### src/rtl/tick_sched_pkg.sv
// Package: tick_sched_pkg
// Shared types and helpers for the tick scheduler.
//   state_t  : scheduler FSM state (IDLE, RUN)
//   sat_max  : largest value an unsigned counter of the given width can hold
package tick_sched_pkg;

    typedef enum logic {
        IDLE = 1'b0,
        RUN  = 1'b1
    } state_t;

    // Saturation ceiling for a width-bit unsigned counter (all ones).
    function automatic int unsigned sat_max(input int unsigned width);
        return (32'd1 << width) - 32'd1;
    endfunction

endpackage

### src/rtl/edge_sync.sv
// Module: edge_sync
// Synchronizes an asynchronous level into the clk domain and emits a registered
// one-cycle pulse for every synchronized 0->1 transition.
// Ports:
//   clk  in  system clock
//   rst  in  synchronous, active-high reset (clears chain, history and pulse)
//   din  in  asynchronous level (prescaled clock)
//   tick out registered pulse, high for one clk per rising edge of din
module edge_sync #(
    parameter int SYNC_STAGES = 2   // must be >= 2
) (
    input  logic clk,
    input  logic rst,
    input  logic din,
    output logic tick
);

    logic [SYNC_STAGES-1:0] sync_q;
    logic                   prev_q;

    // NOTE: every flop here uses <= so the chain shifts by exactly one stage per
    // clock; blocking assignments would collapse the stages into one.
    always_ff @(posedge clk) begin
        if (rst) begin
            sync_q <= '0;
            prev_q <= 1'b0;
            tick   <= 1'b0;
        end else begin
            sync_q <= {sync_q[SYNC_STAGES-2:0], din};
            prev_q <= sync_q[SYNC_STAGES-1];
            // prev_q resets low, so a level already high at reset release
            // still produces one tick.
            tick   <= sync_q[SYNC_STAGES-1] & ~prev_q;
        end
    end

endmodule

### src/rtl/tick_scheduler.sv
// Module: tick_scheduler
// Turns rising edges of the prescaled clock into ticks, counts ticks down from a
// programmable interval and raises an event (valid/ready) on expiry. One-shot or
// periodic; events that arrive while one is still pending are counted as misses.
// Ports:
//   clk, rst     system clock, synchronous active-high reset
//   slow_clk_in  prescaler output, sampled as asynchronous data
//   enable       1 = ticks decrement the counter, 0 = counter and state frozen
//   periodic     1 = reload on expiry, 0 = return to IDLE
//   interval     ticks per event, sampled on start and on each periodic reload
//   start        load interval and (re)enter RUN
//   evt_ready    consumer accepts the pending event
//   clr_miss     clear miss_cnt (wins over a same-cycle increment)
//   evt_valid    event pending
//   tick         one-cycle pulse per synchronized rising edge
//   busy         scheduler is in RUN
//   count        remaining ticks (0 in IDLE)
//   miss_cnt     saturating count of events lost to backpressure
module tick_scheduler
    import tick_sched_pkg::*;
#(
    parameter int CNT_W       = 8,
    parameter int SYNC_STAGES = 2,
    parameter int MISS_W      = 4
) (
    input  logic              clk,
    input  logic              rst,
    input  logic              slow_clk_in,
    input  logic              enable,
    input  logic              periodic,
    input  logic [CNT_W-1:0]  interval,
    input  logic              start,
    input  logic              evt_ready,
    input  logic              clr_miss,
    output logic              evt_valid,
    output logic              tick,
    output logic              busy,
    output logic [CNT_W-1:0]  count,
    output logic [MISS_W-1:0] miss_cnt
);

    localparam logic [MISS_W-1:0] MISS_MAX = MISS_W'(sat_max(MISS_W));

    state_t state;
    logic   expire;
    logic   miss_inc;

    edge_sync #(
        .SYNC_STAGES(SYNC_STAGES)
    ) u_edge_sync (
        .clk  (clk),
        .rst  (rst),
        .din  (slow_clk_in),
        .tick (tick)
    );

    // A start in the same cycle as the final tick reloads instead of expiring.
    assign expire   = (state == RUN) && tick && enable && !start
                      && (count == CNT_W'(1));
    assign miss_inc = expire && evt_valid && !evt_ready;
    assign busy     = (state == RUN);

    // Scheduler FSM and countdown.
    always_ff @(posedge clk) begin
        if (rst) begin
            state <= IDLE;
            count <= '0;
        end else begin
            case (state)
                IDLE: begin
                    if (start && interval != '0) begin
                        state <= RUN;
                        count <= interval;
                    end
                end
                RUN: begin
                    if (start) begin
                        if (interval == '0) begin
                            state <= IDLE;
                            count <= '0;
                        end else begin
                            count <= interval;
                        end
                    end else if (tick && enable) begin
                        if (count > CNT_W'(1)) begin
                            count <= count - CNT_W'(1);
                        end else if (periodic && interval != '0) begin
                            count <= interval;
                        end else begin
                            state <= IDLE;
                            count <= '0;
                        end
                    end
                end
                default: begin
                    state <= IDLE;
                    count <= '0;
                end
            endcase
        end
    end

    // Event handshake and miss counter. A new expiry keeps evt_valid high even
    // when the previous event is accepted in the same cycle.
    always_ff @(posedge clk) begin
        if (rst) begin
            evt_valid <= 1'b0;
            miss_cnt  <= '0;
        end else begin
            if (expire) begin
                evt_valid <= 1'b1;
            end else if (evt_valid && evt_ready) begin
                evt_valid <= 1'b0;
            end

            if (clr_miss) begin
                miss_cnt <= '0;
            end else if (miss_inc && miss_cnt != MISS_MAX) begin
                miss_cnt <= miss_cnt + MISS_W'(1);
            end
        end
    end

endmodule

### config.mk
export PLATFORM = sky130hd
export DESIGN_NAME = tick_scheduler
export DESIGN_NICKNAME = d
export VERILOG_FILES = /design/src/rtl/tick_sched_pkg.sv /design/src/rtl/edge_sync.sv /design/src/rtl/tick_scheduler.sv
export SDC_FILE = /design/constraint.sdc
export NUM_CORES = 1
export LEC_CHECK = 0
export CAP_MARGIN = 15
export CORE_UTILIZATION = 45
export DETAILED_ROUTE_END_ITERATION = 16
export PLACE_DENSITY = 0.86
export SLEW_MARGIN = 20
export SYNTH_ARGS = -nofsm -noshare
export SYNTH_HDL_FRONTEND = slang
export SYNTH_SLANG_ARGS = --single-unit
### constraint.sdc
create_clock -name clk -period 2.6 [get_ports clk]
set_input_delay 0.39 -clock clk [delete_from_list [all_inputs] [get_ports clk]]
set_output_delay 0.39 -clock clk [all_outputs]
set_load 0.03 [all_outputs]
Yosys cells after proc, flatten, opt, wreduce, memory -nomap -nowiden. Cells that the tools add are included.

Output and inout bits: 15. Bits in read-only memories: 0. Memories kept: 0. Register bits after elaboration: 18. Word-level logic and storage cells: 51. Bits of input ports: 16. Latch bits: 0. Bits in writable memories: 0.

Bitwise gates (word level): 3. Reductions and logical operators: 18. Equal/unequal tests: 4. $mul: 0. Muxes and demuxes: 16. Shift operators: 0. Add/subtract/negate cells: 2. Divide/modulo/power cells: 0. Order comparisons: 1.

Operator list (count): $mux W8 (6); $pmux W8 S2 (1); $logic_and A1 B1 Y1 (11); $eq A8 B1 Y1 const B (1); $gt A8 B1 Y1 const B (1); $logic_not A8 Y1 (1); $mux W1 (8); $reduce_bool A8 Y1 (1); $sub A8 B1 Y8 const B (1); $add A4 B1 Y4 const B (1); $ne A4 B4 Y1 const B (1); $ne A3 B2 Y1 const B (1); $logic_not A1 Y1 (2); $ne A2 B2 Y1 const B (1); $not A1 Y1 (2); $pmux W1 S2 (1); $reduce_and A2 Y1 (1); $reduce_bool A2 Y1 (1); $reduce_or A2 Y1 (1); $and A1 B1 Y1 (1).

Logic depth before layout (Yosys ltp). Gate-level depths: netlist of run 1.

Depth in word-level cells: 7. Gate-level depth with buffers: 8. Depth with buffers taken out: 7.

Modules after synthesis. From an unflattened synthesis of run 1, not the netlist that was laid out.

Cells, all modules: 117. Area total of the unflattened synthesis: 999.7 um^2.

Modules (own cells, without submodules): tick_scheduler (cells each 109, instances 1, area each 888.4 um^2, sequential area each 280.3 um^2); edge_sync (cells each 8, instances 1, area each 111.4 um^2, sequential area each 80.1 um^2).

Worst setup path before layout of run 1. OpenSTA, ideal clock, no wires.

Path kind: flip-flop to flip-flop. From: reg count[2]. To: reg count[5]. Data arrival time: 2.053 ns. Required time: 2.483 ns. Setup time: 0.117 ns. Clock period less this slack: 2.171 ns. Cell stages (with the launch flop): 6. Buffers on the path: 1. Path slack: 0.429 ns. Path through: dfxtp_1 buf_6 or4_4 or3_2 o21ba_2 a32o_1.

Longest elaborated chain between the ends: 5. Elaborated cells between the ends (all ways): 6. Classes of those cells: add/sub: 1; order compare: 1; mux: 4.

Ends and longest elaborated chain: from (decl) (RTL line tick_scheduler.sv:38) `output logic [CNT_W-1:0] count,`; from (signal assigned) (RTL line tick_scheduler.sv:73) `count <= interval;`; from (signal assigned) (RTL line tick_scheduler.sv:82) `count <= interval;`; from (signal assigned) (RTL line tick_scheduler.sv:86) `count <= count - CNT_W'(1);`; $sub A8 B1 Y8 or $gt A8 B1 Y1 (tied branches) (RTL line tick_scheduler.sv:86, tick_scheduler.sv:85); $mux W8 (*) (RTL line tick_scheduler.sv:85) `if (count > CNT_W'(1)) begin`; $mux W8 (*) (RTL line tick_scheduler.sv:84) `end else if (tick && enable) begin`; $mux W8 (*) (RTL line tick_scheduler.sv:77) `if (start) begin`; $pmux W8 S2 (*) (RTL line tick_scheduler.sv:69) `case (state)`.

Every way passes the cells marked *; elsewhere a longest branch is shown, timed or not. The select of a mux whose other input is x is not followed. A chain may end at the register's enable or synchronous reset.

Final worst setup path of run 1.
From: in start. To: reg miss_cnt[1].

Longest elaborated chain between the ends: 6.

Ends and longest elaborated chain: from (decl) (RTL line tick_scheduler.sv:32) `input logic start,`; $logic_not A1 Y1 (RTL line tick_scheduler.sv:58) `assign expire = (state == RUN) && tick && enable && !start`; $logic_and A1 B1 Y1 (RTL line tick_scheduler.sv:58); $logic_and A1 B1 Y1 (RTL line tick_scheduler.sv:59) `&& (count == CNT_W'(1));`; $logic_and A1 B1 Y1 (2 in series) (RTL line tick_scheduler.sv:60) `assign miss_inc = expire && evt_valid && !evt_ready;`; $logic_and A1 B1 Y1 (RTL line tick_scheduler.sv:118) `end else if (miss_inc && miss_cnt != MISS_MAX) begin`; to (signal assigned) (RTL line tick_scheduler.sv:119) `miss_cnt <= miss_cnt + MISS_W'(1);`; to (decl) (RTL line tick_scheduler.sv:39) `output logic [MISS_W-1:0] miss_cnt`.

Every way passes these cells.

==> results of run 1 <==
==> power by group through the flow <==
stage	registers (mW)	logic, mW	clock network, mW
after floorplan	0.328	0.0847	0
after global placement	0.311	0.165	0
after detailed placement	0.312	0.167	0
after CTS	0.306	0.169	0.179
after global routing	0.309	0.184	0.198
final	0.306	0.170	0.179
==> registers in the layout (all words and copies together) (netlist names) <==
register	count
u_edge_sync.prev_q	1
u_edge_sync.sync_q	2
evt_valid	1
u_edge_sync.tick	1
busy	1
count	8
miss_cnt	4
==> stage by stage <==
stage	instances	instance area, um^2	worst slack (ns)
5_1_grt	178	1380	0.365
2_1_floorplan	119	1020	0.429
3_5_place_dp	174	1350	0.117
4_1_cts	178	1380	0.426
3_3_place_gp	174	1350	0.190
6_report	178	1380	0.421
==> cells in the final DEF, fill, tap and decap left out <==
cell type,synthesis,layout
and3_1,2,2
a21o_1,1,1
clkbuf_8,0,1
nand2_1,13,13
or3_2,1,1
nor4_2,1,1
xor2_1,1,1
nand2b_1,2,2
nor2b_1,6,6
inv_1,4,4
a31oi_1,3,3
o211ai_1,6,6
clkbuf_4,0,3
clkdlybuf4s50_1,0,30
or3_4,1,1
nor4_1,4,4
a32oi_1,1,1
o31ai_1,2,2
a32o_1,1,1
nand3_1,2,2
dfxtp_1,18,18
buf_4,0,3
or4b_4,1,1
o21ai_0,2,2
nor2_1,6,6
nor3b_1,1,1
a31o_2,1,1
mux2i_1,1,1
xnor2_1,6,6
nor3_2,3,3
or2_2,1,1
nor4b_2,1,1
nor3_1,5,5
a21boi_0,1,1
a21oi_1,11,11
or4_4,1,1
o21ba_2,1,1
ha_1,3,3
==> worst max-delay path, cell delays in order <==
cell,delay (ns)
clkdlybuf4s50_1,0.48
or4b_4,0.53
or3_4,0.42
nor3_2,0.28
mux2i_1,0.22
nor3_1,0.06
==> routing by layer <==
layer	vias up	wire length, um	GRT usage [%]
met5	-	0	0
met2	45	1220	34.5
li1	496	-	-
met4	0	23	8.10
met3	3	141	3.09
met1	492	1130	31.3
==> layout make-up <==
type                       instances  area share (%)
timing repair buffer              33            23.3
clock buffer                       4            2.62
inverter                           4            1.09
sequential                        18            26.1
tap                               27            2.44
multi-input combinational         92            44.4
==> Yosys cell counts (4+ instances only) <==
library cell | instances | area share (%)
a21oi_1 | 11 | 5.4
o211ai_1 | 6 | 4.4
nor4_1 | 4 | 2.5
xnor2_1 | 6 | 5.2
nor2_1 | 6 | 2.2
nor2b_1 | 6 | 3.7
dfxtp_1 | 18 | 35
inv_1 | 4 | 1.5
nand2_1 | 13 | 4.8
clkbuf_1 | 4 | 1.5
nor3_1 | 5 | 2.5
==> worst max path at each step <==
| stage | cells past startpoint | from | endpoint |
|---|---|---|---|
| finish | 6 | start | miss_cnt[1] |
| global route | 6 | start | miss_cnt[1] |
| CTS | 6 | start | miss_cnt[1] |
| detailed placement | 6 | start | miss_cnt[1] |
| global placement | 6 | start | miss_cnt[1] |
| floorplan | 5 | count[2] | count[5] |
==> kinds of logic after synthesis <==
kind of cell             synth area share (%)
AND/OR/NAND/NOR                          30.4
adder cells (fa/ha/maj)                  3.69
XOR/XNOR                                 6.03
flip-flops                               35.5
buffers and inverters                    4.06
multiplexers                            0.985
AO/OA/AOI/OAI                            19.3
==> qor.yml, run 1 <==
first_iter_violations: 43
wl_per_cell_um: 14.1
peakVddDrop_v: 0.000255
start_util_pct: 49.8
num_antenna_cells: 0
p_leak_nw: 0.477
grt_pass1_wl_um: 4290
r2r_end: "miss_cnt[1]"
first_pass_iters: 4
status: "complete, no violations"
seq_area_um2: 360
antenna_found_initial: 0
pwr-share-clk_pct: 27.3
rows: 16
clk_pin_slew_ns: 0.10
critPathLaunchType: "input port"
cp_max_fo: 5
p_seq_share_pct: 46.7
synth_edf_count: 0
areaGrowthSynthToFinish_pct: 36.1
finalPower_mw: 0.655
drtAntennaViolNets: 0
min_to: "u_edge_sync.tick"
drive_gt1_share_pct: 12.6
hold_depth: 1
max_freq_mhz: 459
port_buffers: 30
root_buffer: "clkbuf_4"
grt_max_degree: 12
synth_cell_types: 36
switching_power_mw: 0.199
fin_crit_sh_pct: 83.8
fin_tns_setup_ns: 0
fill_cells: 176
crit_required_ns: 2.79
setup_viol: 0
place.detailed.hpwl_um: 1870
die_x_um: 49.5
first_global_vias: 942
synthCells: 119
fp.dieArea_mm2: 0.00245
worstPathArrival_ns: 2.37
worstRegToRegCells: 5
fin_crit_ns: 2.18
power_density_mw_per_mm2: 474
core_mm2: 0.00204
overflow: 0
end_kind: "register"
final_core_util_pct: 67.7
rr_startpoint: "count[2]"
ctsResizeCount: 0
grt_usage_pct: 22.2
synth_seq_cells: 18
switching_share_pct: 30.3
maxCapViolations: 0
multi_input_area_um2: 614
cts_sinks: 18
gp_congestion: 0.838
wl_um: 2510
synth_nets: 138
postCtsSetupBuffers: 0
clock_path_buffers: 2
boundaryPins: 31
hold_slack_ns: 0.404
rsz0062_at_grt: "false"
viasPerCell: 5.82
tightest_slew_ns: 0.565
max_slew_margin_pct: 62.0
synth.avg_cell_area_um2: 8.54
syn_area_mm2: 0.00102
holdCritStartpoint: "u_edge_sync.prev_q"
hold_class: "reg -> reg"
comb_power_share_pct: 26.0
synth_warnings: 0
path_class: "in -> reg"
cts_max_level: 1
finalNetCount: 171
r2r_slack_ns: 0.47
vias: 1036
die_y_um: 49.5
final_max_slew_viol_count: 0
clock_latency_ns: 0.30
clock_skew_ns: 0.00684
cts_made_buffers: 3
synth-main-ff-cell: "dfxtp_1"
final_hold_viol_count: 0
cts_tree: "yes"
postCtsHoldBufs: 0
synth_seq_area_share_pct: 35.5
p_int_mw: 0.456
drc_errors: 0
async_flop_share_pct: 0
No activity file was read; power rests on OpenSTA's default activity.
==> inputs of run 2 (changes only) <==
==> constraint.sdc (replaced) <==
create_clock -name clk -period 2.2 [get_ports clk]
set_input_delay 0.33 -clock clk [delete_from_list [all_inputs] [get_ports clk]]
set_output_delay 0.33 -clock clk [all_outputs]
set_load 0.03 [all_outputs]
==> run 2 against run 1 <==
  * First-iteration DRC count is 2.3% lower
  * Count of clock-buffer cells in the layout did not move
  * Register-to-register slack lost 0.29 ns
  * Via count barely moved
  * Sequential cell count stayed put
  * Combinational power rose by 26%
  * Worst hold slack better by 0.0056 ns
  * Global-route usage rose by 0.24 points
  * Final area increased by 2.7%
  * Die area did not move
  * Clock power up 22%
  * Critical path depth unchanged
  * Largest power group unchanged
  * Highest routed layer unchanged
==> qor.yml, run 2 (synthesis results as in run 1) <==
largest-register: "count"
wl_um: 2590
top_regs: "count x8, miss_cnt x4, u_edge_sync.sync_q x2"
cts_sinks: 18
first_iter_violations: 42
max_slew_margin_pct: 71.6
overflow: 0
holdCritStartpoint: "u_edge_sync.prev_q"
final_hold_viol_count: 0
end_kind: "register"
max_stage_delay_ns: 0.52
final_core_util_pct: 69.5
switching_power_mw: 0.244
max_freq_mhz: 484
fin_crit_ns: 2.06
antenna_found_initial: 0
crit_chain: "clkdlybuf4s50_1, or4b_4, or3_4, nor4_2, xnor2_1, nor3_2"
drive_gt1_share_pct: 15.4
hold_slack_ns: 0.410
core_mm2: 0.00204
final_cell_mix: "clkdlybuf4s50_1, dfxtp_1, nand2_1"
clk_pin_slew_ns: 0.11
maxCapViolations: 0
finalNetCount: 176
switching_share_pct: 30.9
grt_usage_pct: 22.5
gp_congestion: 0.856
cp_slowest_cell: "or4b_4"
start_util_pct: 49.8
fin_crit_sh_pct: 93.8
clock_path_buffers: 2
power_density_mw_per_mm2: 556
critPathLaunchType: "input port"
clock_latency_ns: 0.31
areaGrowthSynthToFinish_pct: 39.8
cp_max_fo: 5
grt_max_degree: 12
place.detailed.hpwl_um: 1960
vias: 1035
clock_skew_ns: 0.00783
setup_viol: 0
cts_max_level: 1
peakVddDrop_v: 0.000436
tightest_slew_ns: 0.422
final_max_slew_viol_count: 0
postCtsSetupBuffers: 0
die_y_um: 49.5
cts_tree: "yes"
wl_per_cell_um: 14.2
startpoint: "start"
drc_errors: 0
path_delay_family: "simple AND/OR/NAND/NOR gates"
comb_power_share_pct: 27.2
p_seq_share_pct: 45.1
fp.dieArea_mm2: 0.00245
worst-path-buf-inv: 1
hold_class: "reg -> reg"
postCtsHoldBufs: 0
first_pass_iters: 4
grt_pass1_wl_um: 4280
die_x_um: 49.5
finalPower_mw: 0.789
path_class: "in -> reg"
crit_required_ns: 2.40
final_common_cell: "clkdlybuf4s50_1"
status: "complete, no violations"
ctsResizeCount: 0
fin_tns_setup_ns: 0
largest_reg_flops: 8
rsz0062_at_grt: "false"
rows: 16
cts_made_buffers: 3
p_int_mw: 0.546
root_buffer: "clkbuf_4"
first_global_vias: 1002
pwr-share-clk_pct: 27.7
num_antenna_cells: 0
viasPerCell: 5.66
drtAntennaViolNets: 0
p_leak_nw: 0.503
boundaryPins: 31
port_buffers: 30
worstPathArrival_ns: 2.26
rr_startpoint: "count[4]"
-- run 2: changes by cell type in the layout (fill, tap and decap cells not counted) --
cell	change
buf_4	+5
-- run 2: worst register-to-register path, stage by stage, from the launching register on --
cell and delay, ns:
dfxtp_1 0.38, or4_4 0.54, or3_2 0.49, o21ba_2 0.26
a32o_1 0.26
-- run 2: power groups by stage --
stage | clock network, mW | logic [mW] | registers, mW
after global placement | 0 | 0.207 | 0.363
after CTS | 0.215 | 0.213 | 0.356
after floorplan | 0 | 0.100 | 0.388
after detailed placement | 0 | 0.212 | 0.363
final | 0.219 | 0.215 | 0.356
after global routing | 0.232 | 0.232 | 0.358
-- run 2: metal layers --
layer | share of wire [%] | vias up | wire length (um) | track usage, %
li1 | - | 503 | - | -
met1 | 45 | 490 | 1160 | 29.6
met2 | 48 | 39 | 1240 | 37.0
met3 | 6.8 | 3 | 175 | 4.01
met4 | 0.58 | 0 | 15 | 7.14
met5 | 0 | - | 0 | 0
-- run 2: path summary, 6_finish.rpt --
check                           cells after the start  slack (ns)               end
worst max register to register                      4        0.18          count[5]
worst min register to register                      1        0.41  u_edge_sync.tick
worst min-delay path                                1        0.41  u_edge_sync.tick
worst max-delay path                                6        0.14       miss_cnt[3]
-- run 2: final cells by class --
class,instances,area [um^2]
repair buffers,38,360
flip-flops and latches,18,360
clock buffers,4,36.3
fillers,174,622
well taps,27,33.8
multi-input cells,92,614
inverters,4,15.0
-- run 2: stage by stage --
stage	instances	setup WS (ns)	instance area [um^2]
6_report	183	0.135	1420
5_1_grt	183	0.0639	1420
4_1_cts	183	0.127	1420
3_5_place_dp	179	-0.206	1380
3_3_place_gp	179	-0.152	1380
2_1_floorplan	119	0.0293	1020
==> inputs of run 3 (changes only) <==
--- a/config.mk
+++ b/config.mk
@@ -6,10 +6,9 @@
 export NUM_CORES = 1
 export LEC_CHECK = 0
 export CAP_MARGIN = 15
-export CORE_UTILIZATION = 45
+export CORE_UTILIZATION = 30
 export DETAILED_ROUTE_END_ITERATION = 16
-export PLACE_DENSITY = 0.86
-export SLEW_MARGIN = 20
+export PLACE_DENSITY = 0.64
 export SYNTH_ARGS = -nofsm -noshare
 export SYNTH_HDL_FRONTEND = slang
 export SYNTH_SLANG_ARGS = --single-unit
==> run 3 against run 2 <==
  * Sequential share of layout area fell by 0.24 points
  * Non-clock buffer count fell by 1
  * Highest routed layer unchanged
  * Sequential power barely moved
  * Clock skew fell by 0.0018 ns
  * Via count fell by 3.6%
  * Largest power group unchanged
  * Critical endpoint is now miss_cnt[1]
==> qor.yml, run 3 (synthesis results as in run 1) <==
num_antenna_cells: 0
drtAntennaViolNets: 0
grt_usage_pct: 15.6
fin_crit_sh_pct: 95.8
max_freq_mhz: 474
drive_gt1_share_pct: 14.8
cts_max_level: 1
seq_area_um2: 360
gp_congestion: 0.882
hold_class: "reg -> reg"
startpoint: "start"
start_util_pct: 32.5
postCtsSetupBuffers: 0
final_hold_viol_count: 0
clk_pin_slew_ns: 0.10
root_buffer: "clkbuf_4"
areaGrowthSynthToFinish_pct: 41.1
viasPerCell: 5.02
ctsResizeCount: 0
final_cell_mix: "clkdlybuf4s50_1, dfxtp_1, nand2_1"
drc_errors: 0
place.detailed.hpwl_um: 1960
grt_max_degree: 12
fin_crit_ns: 2.11
grt_pass1_wl_um: 4240
largest-register: "count"
rsz0062_at_grt: "false"
final_max_slew_viol_count: 0
die_x_um: 60.2
first_pass_iters: 4
core_mm2: 0.00313
antenna_found_initial: 0
postCtsHoldBufs: 0
cts_tree: "yes"
wl_per_cell_um: 12.7
path_class: "in -> reg"
max_slew_margin_pct: 68.5
top_regs: "count x8, miss_cnt x4, u_edge_sync.sync_q x2"
boundaryPins: 31
peakVddDrop_v: 0.000247
cts_sinks: 18
setup_viol: 0
holdCritStartpoint: "u_edge_sync.prev_q"
clock_path_buffers: 2
clock_latency_ns: 0.31
fill_cells: 313
dp_cells: 195
setup_ws_ns: 0.0924
power_density_mw_per_mm2: 545
cp_max_fo: 5
wl_um: 2530
largest_reg_flops: 8
worstPathArrival_ns: 2.30
worst-path-buf-inv: 1
rows: 20
path_delay_family: "simple AND/OR/NAND/NOR gates"
port_buffers: 30
vias: 998
overflow: 0
final_common_cell: "clkdlybuf4s50_1"
tightest_slew_ns: 0.468
max_stage_delay_ns: 0.52
status: "complete, no violations"
first_global_vias: 952
maxCapViolations: 0
crit_required_ns: 2.40
cp_slowest_cell: "or4b_4"
multi_input_area_um2: 614
dp_slack_ns: -0.233
first_iter_violations: 31
cts_made_buffers: 3
clock_skew_ns: 0.00604
die_y_um: 60.2
fp.dieArea_mm2: 0.00362
crit_chain: "clkdlybuf4s50_1, or4b_4, or3_4, nor3_2, mux2i_1, nor3_1"
p_leak_nw: 0.498
finalNetCount: 175
critPathLaunchType: "input port"
layout.cells.non_filler: 199
rr_startpoint: "count[4]"
end_kind: "register"
## run 3: power by group
group	internal (mW)	switching (mW)	leakage (nW)
clock network	0.101	0.112	0.0210
registers	0.341	0.0172	0.147
logic	0.102	0.108	0.330
## run 3: path summary, 6_finish.rpt
check | endpoint | slack [ns] | cells past startpoint
worst max-delay path | miss_cnt[1] | 0.09 | 6
worst min-delay path | u_edge_sync.tick | 0.39 | 1
worst min register to register | u_edge_sync.tick | 0.39 | 1
worst max register to register | miss_cnt[1] | 0.16 | 5
## run 3: layer usage
metal | track usage [%] | routed length (um)
met3 | 2.38 | 78
met2 | 26.8 | 1220
met1 | 18.9 | 1180
met4 | 6.98 | 53
met5 | 0 | 0
## run 3: stage by stage
step	hold WS [ns]	total power [mW]	TNS, ns	utilization [%]	area [um^2]
after floorplan	0.367	0.488	0	-	1020
after global placement	0.372	0.573	-1.21	44.7	1400
final	0.392	0.782	0	45.8	1430
after global routing	0.413	0.823	0	45.8	1430
after CTS	0.396	0.784	0	45.8	1430
after detailed placement	0.380	0.575	-1.53	44.7	1400
## run 3: worst register-to-register path, stage by stage (launching register included)
cell and delay (ns):
dfxtp_1 0.38, or4_4 0.54, or3_4 0.44, nor3_2 0.28, mux2i_1 0.22, nor3_1 0.06
## run 3: area by class of cell
type | count | share of cell area, %
Sequential cell | 18 | 25.1
Clock buffer | 4 | 2.53
Tap cell | 44 | 3.84
Multi-Input combinational cell | 92 | 42.8
Timing Repair Buffer | 37 | 24.6
Inverter | 4 | 1.05
